## config.mk

```make
export PLATFORM = sky130hd
export DESIGN_NAME = count_sched_flat
export DESIGN_NICKNAME = d
export VERILOG_FILES = /design/src/rtl/count_sched_pkg.sv /design/src/rtl/count_sched_if.sv /design/src/rtl/count_sched_seq_next.sv /design/src/rtl/count_sched.sv /design/src/flat_wrapper.sv
export SDC_FILE = /design/constraint.sdc
export NUM_CORES = 1
export LEC_CHECK = 0
export BUFFER_PORTS_ARGS = -buffer_cell sky130_fd_sc_hd__buf_2
export CORE_ASPECT_RATIO = 1.1
export CORE_MARGIN = 1
export CORE_UTILIZATION = 25
export DETAILED_ROUTE_END_ITERATION = 8
export GPL_TIMING_DRIVEN = 1
export HOLD_SLACK_MARGIN = 0.05
export PLACE_DENSITY = 0.49
export SYNTH_ARGS = -nofsm -noshare
export SYNTH_HDL_FRONTEND = slang
export SYNTH_HIERARCHICAL = 1
export SYNTH_SLANG_ARGS = --single-unit
```

## constraint.sdc

```tcl
create_clock -name clk -period 3.7 [get_ports clk]
set_clock_uncertainty 0.05 [all_clocks]
set_input_delay 0.74 -clock clk [delete_from_list [all_inputs] [get_ports clk]]
set_output_delay 0.74 -clock clk [all_outputs]
set_load 0.01 [all_outputs]
```

## src/rtl/count_sched_pkg.sv

```systemverilog
// count_sched shared types: detector state encoding and symbol values.
// Imported by the interface-side modules and the shared datapath.
package count_sched_pkg;

    typedef enum logic [1:0] {
        S0 = 2'b00,
        S1 = 2'b01,
        S2 = 2'b10,
        S3 = 2'b11
    } st_t;

    localparam logic [1:0] SYM0 = 2'd0;
    localparam logic [1:0] SYM1 = 2'd1;
    localparam logic [1:0] SYM2 = 2'd2;
    localparam logic [1:0] SYM3 = 2'd3;

endpackage

```

## src/rtl/count_sched_if.sv

```systemverilog
// Requester/readout bundle for count_sched.
// master = symbol sources and status logic, slave = the scheduler.
interface count_sched_if #(
    parameter int N  = 4,
    parameter int CW = 8
);
    logic [N-1:0]    req;
    logic [2*N-1:0]  num;
    logic [N-1:0]    clr;
    logic [N-1:0]    grant;
    logic [N-1:0]    ans;
    logic [N-1:0]    hit;
    logic [N*CW-1:0] cnt;

    modport master (
        output req, num, clr,
        input  grant, ans, hit, cnt
    );

    modport slave (
        input  req, num, clr,
        output grant, ans, hit, cnt
    );
endinterface

```

## src/rtl/count_sched_seq_next.sv

```systemverilog
// Shared 1-2-3 detector step: next state and completed-match flag.
// Purely combinational; one instance serves every channel.
module seq_next
    import count_sched_pkg::*;
(
    input  st_t        st,
    input  logic [1:0] sym,
    output st_t        nst,
    output logic       match
);

    always_comb begin
        nst   = S0;
        match = 1'b0;
        unique case (st)
            S0: begin
                if (sym == SYM1) nst = S1;
            end
            S1: begin
                if (sym == SYM1)      nst = S1;
                else if (sym == SYM2) nst = S2;
            end
            S2: begin
                if (sym == SYM1)      nst = S1;
                else if (sym == SYM2) nst = S2;
                else if (sym == SYM3) begin
                    nst   = S3;
                    match = 1'b1;
                end
            end
            S3: begin
                if (sym == SYM1)      nst = S1;
                else if (sym == SYM3) nst = S3;
            end
        endcase
    end

endmodule

```

## src/rtl/count_sched.sv

```systemverilog
// Round-robin scheduler sharing one 1-2-3 detector among N channels,
// each with its own saved state, match pulse and saturating counter.
module count_sched
    import count_sched_pkg::*;
#(
    parameter int N  = 4,
    parameter int CW = 8
) (
    input logic          clk,
    input logic          reset,
    count_sched_if.slave bus
);

    localparam int PW = (N > 1) ? $clog2(N) : 1;

    logic [PW-1:0] ptr;
    logic [PW-1:0] nptr;
    logic [PW-1:0] idx;
    logic [PW-1:0] gidx;
    logic          gv;
    logic [N-1:0]  elig;
    logic [N-1:0]  gnt;

    st_t           state [N];
    logic [CW-1:0] cnt_q [N];
    logic [N-1:0]  hit_q;

    st_t           cur_st;
    logic [1:0]    cur_sym;
    st_t           nst;
    logic          match;

    // First eligible channel at or after ptr, wrapping.
    always_comb begin
        elig = bus.req & ~bus.clr;
        gnt  = '0;
        gidx = '0;
        idx  = '0;
        gv   = 1'b0;
        for (int k = 0; k < N; k++) begin
            idx = PW'((int'(ptr) + k) % N);
            if (!gv && elig[idx]) begin
                gv   = 1'b1;
                gidx = idx;
            end
        end
        gv = gv & ~reset;
        if (gv) gnt[gidx] = 1'b1;
    end

    assign nptr = (int'(gidx) == N - 1) ? '0 : gidx + 1'b1;

    assign cur_st  = state[gidx];
    assign cur_sym = bus.num[2*gidx +: 2];

    seq_next u_next (
        .st    (cur_st),
        .sym   (cur_sym),
        .nst   (nst),
        .match (match)
    );

    always_ff @(posedge clk or posedge reset) begin
        if (reset) begin
            ptr   <= '0;
            hit_q <= '0;
            for (int i = 0; i < N; i++) begin
                state[i] <= S0;
                cnt_q[i] <= '0;
            end
        end else begin
            hit_q <= '0;
            if (gv) ptr <= nptr;
            for (int i = 0; i < N; i++) begin
                if (bus.clr[i]) begin
                    state[i] <= S0;
                    cnt_q[i] <= '0;
                end else if (gnt[i]) begin
                    state[i] <= nst;
                    if (match) begin
                        hit_q[i] <= 1'b1;
                        if (cnt_q[i] != '1)
                            cnt_q[i] <= cnt_q[i] + 1'b1;
                    end
                end
            end
        end
    end

    assign bus.grant = gnt;
    assign bus.hit   = hit_q;

    for (genvar i = 0; i < N; i++) begin : g_out
        assign bus.ans[i]           = (state[i] == S3);
        assign bus.cnt[CW*i +: CW]  = cnt_q[i];
    end

endmodule

```

## src/flat_wrapper.sv

```systemverilog
// flat-port wrapper written by rule: the top's interface ports become plain ports
module count_sched_flat import count_sched_pkg::*;
#(
    parameter int N  = 4,
    parameter int CW = 8
)
  (clk, reset, bus_req, bus_num, bus_clr, bus_grant, bus_ans, bus_hit, bus_cnt);
  count_sched_if #(.N(N), .CW(CW)) bus_i ();
  input logic clk;
  input logic reset;
  input wire logic [$bits(bus_i.req)-1:0] bus_req;
  input wire logic [$bits(bus_i.num)-1:0] bus_num;
  input wire logic [$bits(bus_i.clr)-1:0] bus_clr;
  output wire logic [$bits(bus_i.grant)-1:0] bus_grant;
  output wire logic [$bits(bus_i.ans)-1:0] bus_ans;
  output wire logic [$bits(bus_i.hit)-1:0] bus_hit;
  output wire logic [$bits(bus_i.cnt)-1:0] bus_cnt;
  assign bus_i.req = bus_req;
  assign bus_i.num = bus_num;
  assign bus_i.clr = bus_clr;
  assign bus_grant = bus_i.grant;
  assign bus_ans = bus_i.ans;
  assign bus_hit = bus_i.hit;
  assign bus_cnt = bus_i.cnt;
  count_sched #(.N(N), .CW(CW)) u_core (.clk(clk), .reset(reset), .bus(bus_i));
endmodule
```

-- Yosys cells after proc, flatten, opt, wreduce, memory -nomap -nowiden
Cells that the tools add are included.
- RAM bits: 0
- logic and storage cells: 138
- latch bits: 0
- input port bits: 18
- ROM bits: 0
- memories: 0
- bits in registers: 46
- output and inout bits: 44
- reduce and logical (&&, ||, !) cells: 24
- mux-type cells: 68
- $lt $le $gt $ge: 7
- eq/ne operators: 15
- shift-type cells: 1
- divide/modulo/power cells: 0
- add/sub/neg operators: 8
- multipliers: 0
- bitwise gates (word level): 5
- operators with widths (cell ; number):
    two-way mux 8 bit ; 16
    two-way mux 2 bit ; 21
    adder 8 x 1 -> 8 bit (second input constant) ; 4
    inequality test 8 bit (second input constant) ; 4
    nonzero test 2 bit ; 12
    two-way mux 1 bit ; 23
    == test 2 bit (second input constant) ; 8
    less-than comparator 2 x 3 -> 1 bit (second input constant) ; 5
    AND reduction 3 bit ; 4
    binary-select mux 1 bit (select 2 bit) ; 4
    case mux 2 bit (4 select lines) ; 1
    variable part select 8 x 4 -> 2 bit ; 1
    == test 2 x 1 -> 1 bit (second input constant) ; 3
    adder 2 x 1 -> 2 bit (second input constant) ; 2
    adder 2 bit (second input constant) ; 2
    bitwise AND 4 bit ; 1
    binary-select mux 2 bit (select 2 bit) ; 1
    logical AND 1 bit ; 4
    two-way mux 4 bit ; 1
    NOT 4 bit ; 1
    >= comparator 3 bit (second input constant) ; 1
    logical NOT 1 bit ; 3
    NOT 2 -> 3 bit ; 1
    demux 1 bit (select 2 bit) ; 1
    other kinds (4) ; 4

-- Logic depth before layout (Yosys ltp)
- depth after elaboration: 23
- mapped depth: 15
- mapped depth without buffers: 11

-- Modules after synthesis
Netlist, hierarchy kept.
- modules (own cells, without submodules) (module ; seq. area each (µm²) ; instances ; cells each ; area an instance (µm²)):
    count_sched ; 1151.1 ; 1 ; 258 ; 2538.7
    seq_next ; 0.0 ; 1 ; 6 ; 50.0

-- Least setup slack after synthesis
OpenSTA, ideal clock, no wires.
- path kind: input to register
- start point: input bus_clr[1]
- end point: register u_core.cnt_q (netlist bit u_core/bus.cnt[11])
- slack: -0.149 ns
- data required time: 3.573 ns
- data arrival time: 3.722 ns
- setup time: 0.077 ns
- stages on the path: 14
- path through: buf_2 > nand2b_1 > o21ai_1 > a22o_1 > inv_2 > buf_1 > mux2i_1 > a21oi_1 > and4b_1 > o31ai_1 > or4b_4 > buf_6 > or3_1 > a21oi_1
- cells in the longest elaborated chain, start to end: 22
- ends and longest elaborated chain (element ; line ; text):
    from (decl) ; flat_wrapper.sv:13 ; input wire logic [$bits(bus_i.clr)-1:0] bus_clr;
    NOT 4 bit (*) ; count_sched.sv:35 ; elig = bus.req & ~bus.clr;
    bitwise AND 4 bit (*) ; count_sched.sv:35 ;
    binary-select mux 1 bit (select 2 bit) ; count_sched.sv:42 ; if (!gv && elig[idx]) begin
    two-way mux 1 bit (not written as such) ; count_sched.sv:42 ;
    two-way mux 1 bit ; count_sched.sv:42 ;
    logical NOT 1 bit ; count_sched.sv:42 ;
    logical AND 1 bit ; count_sched.sv:42 ;
    two-way mux 1 bit ; count_sched.sv:42 ;
    [7 not listed] ; n/a ;
    named net u_core.cur_sym[0] ; count_sched.sv:29 ; logic [1:0] cur_sym;
    == test 2 bit ; count_sched_seq_next.sv:26 ; else if (sym == SYM3) begin
    two-way mux 1 bit ; count_sched_seq_next.sv:26 ;
    two-way mux 1 bit ; count_sched_seq_next.sv:25 ; else if (sym == SYM2) nst = S2;
    two-way mux 1 bit (*) ; count_sched_seq_next.sv:24 ; if (sym == SYM1) nst = S1;
    two-way mux 1 bit (*) ; count_sched_seq_next.sv:15 ; unique case (st)
    named net u_core.match ; count_sched.sv:31 ; logic match;
    nonzero test 2 bit (no source line) (*) ; n/a ;
    AND reduction 3 bit (no source line) (*) ; n/a ;
    to (signal, indexed assignment) ; count_sched.sv:83 ; cnt_q[i] <= cnt_q[i] + 1'b1;
    to (decl) ; count_sched.sv:25 ; logic [CW-1:0] cnt_q [N];
Mark *: on every way through the listed nets, which the timed path passes. The rest lies on a longest branch. The select of a mux whose other input is x is not followed.
A chain may end at the register's enable or synchronous reset.

-- Worst setup path after layout
- start point: input bus_clr[0]
- end point: register u_core.cnt_q (netlist bit u_core/bus.cnt[11])
- cells in the longest elaborated chain, start to end: 22
- ends and longest elaborated chain (element ; line ; text):
    NOT 4 bit (*) ; count_sched.sv:35 ;
    bitwise AND 4 bit (*) ; count_sched.sv:35 ;
    binary-select mux 1 bit (select 2 bit) ; count_sched.sv:42 ;
    two-way mux 1 bit (not written as such) ; count_sched.sv:42 ;
    two-way mux 1 bit ; count_sched.sv:42 ;
    logical NOT 1 bit ; count_sched.sv:42 ;
    logical AND 1 bit ; count_sched.sv:42 ;
    two-way mux 1 bit ; count_sched.sv:42 ;
    [7 not listed] ; n/a ;
    binary-select mux 2 bit (select 2 bit) (*) ; count_sched.sv:53 ; assign cur_st = state[gidx];
    two-way mux 2 bit (not written as such) (*) (2 in a row) ; count_sched.sv:53 ;
    named net u_core.cur_st[0] ; count_sched.sv:28 ; st_t cur_st;
    == test 2 bit (*) ; count_sched_seq_next.sv:15 ;
    two-way mux 1 bit (*) ; count_sched_seq_next.sv:15 ;
    named net u_core.match ; count_sched.sv:31 ;
    nonzero test 2 bit (no source line) (*) ; n/a ;
    AND reduction 3 bit (no source line) (*) ; n/a ;
Marks and branches as above.

==> results.yml <==
sta:
  rsz0062_at_grt: "false"
  fin_tns_setup_ns: 0
  setup_slack_ns: 0.3585
  slew_viol_final: 0
  period_share: 0.9031
  max_freq_mhz: 299.3
  slew_headroom: 0.3407
  hold_viol_final: 0
  finalSetupViolCount: 0
  worst_slew_pin_slew_ns: 0.9875
  fin_crit_ns: 3.341
cts:
  clock-root-buffer: "clkbuf_8"
  cts_made_buffers: 5
  hold_buffers: 0
  cts.sinks: 46
  h-tree-depth: 2
  cts_tree: "built"
  clkSlewWorstSetupHoldPaths_ns: 0.09
  cts_buffer_depth: 2
  cts.repair.resized: 0
  insertion_delay_ns: 0.30
  post_cts_buffers: 0
synth:
  async_flop_share: 1.000
  ys_warn_count: 6
  yosysSeqAreaShare: 0.4447
  yosysTopAreaCell: "dfrtp_1"
  synth.top_cells.by_count: "dfrtp_1, nand2_1, nor2_1"
  netlist_area_um2: 2589
  ys_ff_latch: 46
  ys.flop_type: "dfrtp_1"
  synthDominantCellAreaShare: 0.4447
  avgSynthCellArea_um2: 9.806
  synth_fp_nets: 287
  syn_inst: 264
  yosysMostFrequentCell: "dfrtp_1"
  ys_types: 50
  synth_edf_count: 0
  synth.area.top_cells: "dfrtp_1, mux2i_1, xor2_1"
die:
  ios: 62
  rows: 38
  die_x_um: 99.03
  dieArea_um2: 10770
  start_util: 0.2593
  coreArea_um2: 9985
  die_h_um: 108.7
critical_path:
  end_kind: "flip-flop"
  r2r_cells: 11
  crit_fanout: 12
  r2r_end: "u_core/bus.cnt[11]"
  critPathLaunchType: "input port"
  crit_required_ns: 3.87
  r2r-start: "u_core/ptr[1]"
  crit_arrival_ns: 3.52
  critPathKind: "in2reg"
  r2r_slack_ns: 0.60
power:
  max-vdd-ir-drop_v: 0.0001414
  powerDensity_nw_per_um2: 326.1
  cell_internal_pwr_uw: 752.4
  p_leak_uw: 0.001648
  switching_share: 0.2824
  power.share.clock: 0.308
  combPwrFrac: 0.187
  power_frac_seq: 0.505
  power_switching_uw: 296.1
final_layout:
  syn2layout_area_growth_pct: 24.21
  drive_gt1_frac: 0.2882
  diodes: 0
  multi_input_area_um2: 1356
  fillers: 1066
  finalNetCount: 362
  seq_area_um2: 1151
  fin_cells: 460
routing:
  drtIter0Drc: 63
  ant_nets: 0
  num_vias: 2207
  finalWirelength_um: 6535
  wl_per_cell_um: 14.21
  via_per_inst: 4.798
  dr.pass1.iters: 5
  route.detailed.drc: 0
global_route:
  grt_max_degree: 47
  grt_usage: 0.1248
  grt_first_pass_wirelength_um: 10610
  grt_pass1_vias: 2102
  grt_remaining_overflow: 0
  antenna_found_initial: 0
min_path:
  min_to: "u_core/state[0]"
  min_path_type: "reg2reg"
  min_from: "u_core/state[0]"
  hold_depth: 2
outcome:
  run_status: "finished, final reports clean"
placement:
  post-place-ws_ns: 0.07229
  gp_congestion: 0.7585
  dpl.cell_count: 452
  portBuffers: 61
  place_hpwl_um: 4947
flow_run:
  maxCapViolations: 0
[cell families after synthesis]
| kind of cell | Yosys count | synth area share |
|---|---|---|
| buffers and inverters | 19 | 0.03141 |
| adder cells (fa/ha/maj) | 5 | 0.02417 |
| XOR/XNOR | 12 | 0.04060 |
| AO/OA/AOI/OAI | 45 | 0.1247 |
| AND/OR/NAND/NOR | 118 | 0.2600 |
| multiplexers | 19 | 0.07443 |
| flip-flops | 46 | 0.4447 |
[layer usage]
| layer | wire (µm) | share of wire | up-vias | global-route usage |
|---|---|---|---|---|
| met4 | 37 | 0.0057 | 0 | 0.03198 |
| met3 | 270 | 0.041 | 2 | 0.02628 |
| met1 | 3226 | 0.49 | 1063 | 0.1657 |
| met2 | 3001 | 0.46 | 46 | 0.2068 |
| met5 | 0 | 0 | - | 0 |
| li1 | - | - | 1096 | - |
[registers in the layout (all words and copies together), names as in the netlist]
| name | flops |
|---|---|
| u_core/bus.cnt | 32 |
| u_core/bus.hit | 4 |
| u_core/ptr | 2 |
| u_core/state | 8 |
[critical path, stage by stage]
cell and delay [ns]:
buf_2 0.12, nand2b_2 0.21, o21ai_1 0.14, a22o_1 0.25
inv_2 0.14, a211oi_1 0.24, a21oi_1 0.08, and4b_1 0.36
o31ai_1 0.11, or4b_4 0.61, or3_1 0.38, a21oi_1 0.13
[power by group through the flow]
stage	combinational [µW]	clock (µW)	sequential [µW]
final	196	323	530
after global routing	219	357	533
after CTS	199	340	530
after detailed placement	198	0	540
after global placement	196	0	540
after floorplan	121	0	537
[worst max path at each step]
stage	cells after the start	endpoint	startpoint	slack, ns
after floorplan	14	u_core/bus.cnt[11]	bus_clr[1]	0.02
after detailed placement	12	u_core/bus.cnt[11]	bus_clr[0]	0.07
after global placement	11	u_core/bus.cnt[12]	bus_clr[1]	0.11
after CTS	12	u_core/bus.cnt[11]	bus_clr[0]	0.38
after global routing	12	u_core/bus.cnt[11]	bus_clr[3]	0.07
final	12	u_core/bus.cnt[11]	bus_clr[0]	0.36
[cell usage in the layout, fill, tap and decap left out, drive strengths merged, types with 9 or more instances in the layout]
master,netlist,final
nand3,9,9
xor2,10,10
nand2,20,20
dfrtp,46,46
and3,11,11
inv,9,9
buf,4,78
o21ai,11,11
and2,10,10
a21oi,12,12
mux2i,17,17
nor2,20,20
[area by class of cell]
type / count / share of cell area
multi-input combinational: 199 / 0.4218
sequential: 46 / 0.3580
timing repair buffer: 78 / 0.1346
tap: 120 / 0.04669
clock buffer: 7 / 0.02685
inverter: 9 / 0.01051
clock inverter: 1 / 0.001556
[through the flow]
| step | total power, µW | utilization | area (µm²) | hold slack (ns) |
|---|---|---|---|---|
| after floorplan | 658.1 | - | 2590 | 0.4417 |
| after global placement | 736.4 | 0.3129 | 3124 | 0.4824 |
| after detailed placement | 738.0 | 0.3129 | 3124 | 0.4918 |
| after CTS | 1069 | 0.3221 | 3216 | 0.5051 |
| after global routing | 1109 | 0.3221 | 3216 | 0.5241 |
| final | 1048 | 0.3221 | 3216 | 0.5014 |
(Power assumes the default switching activity.)
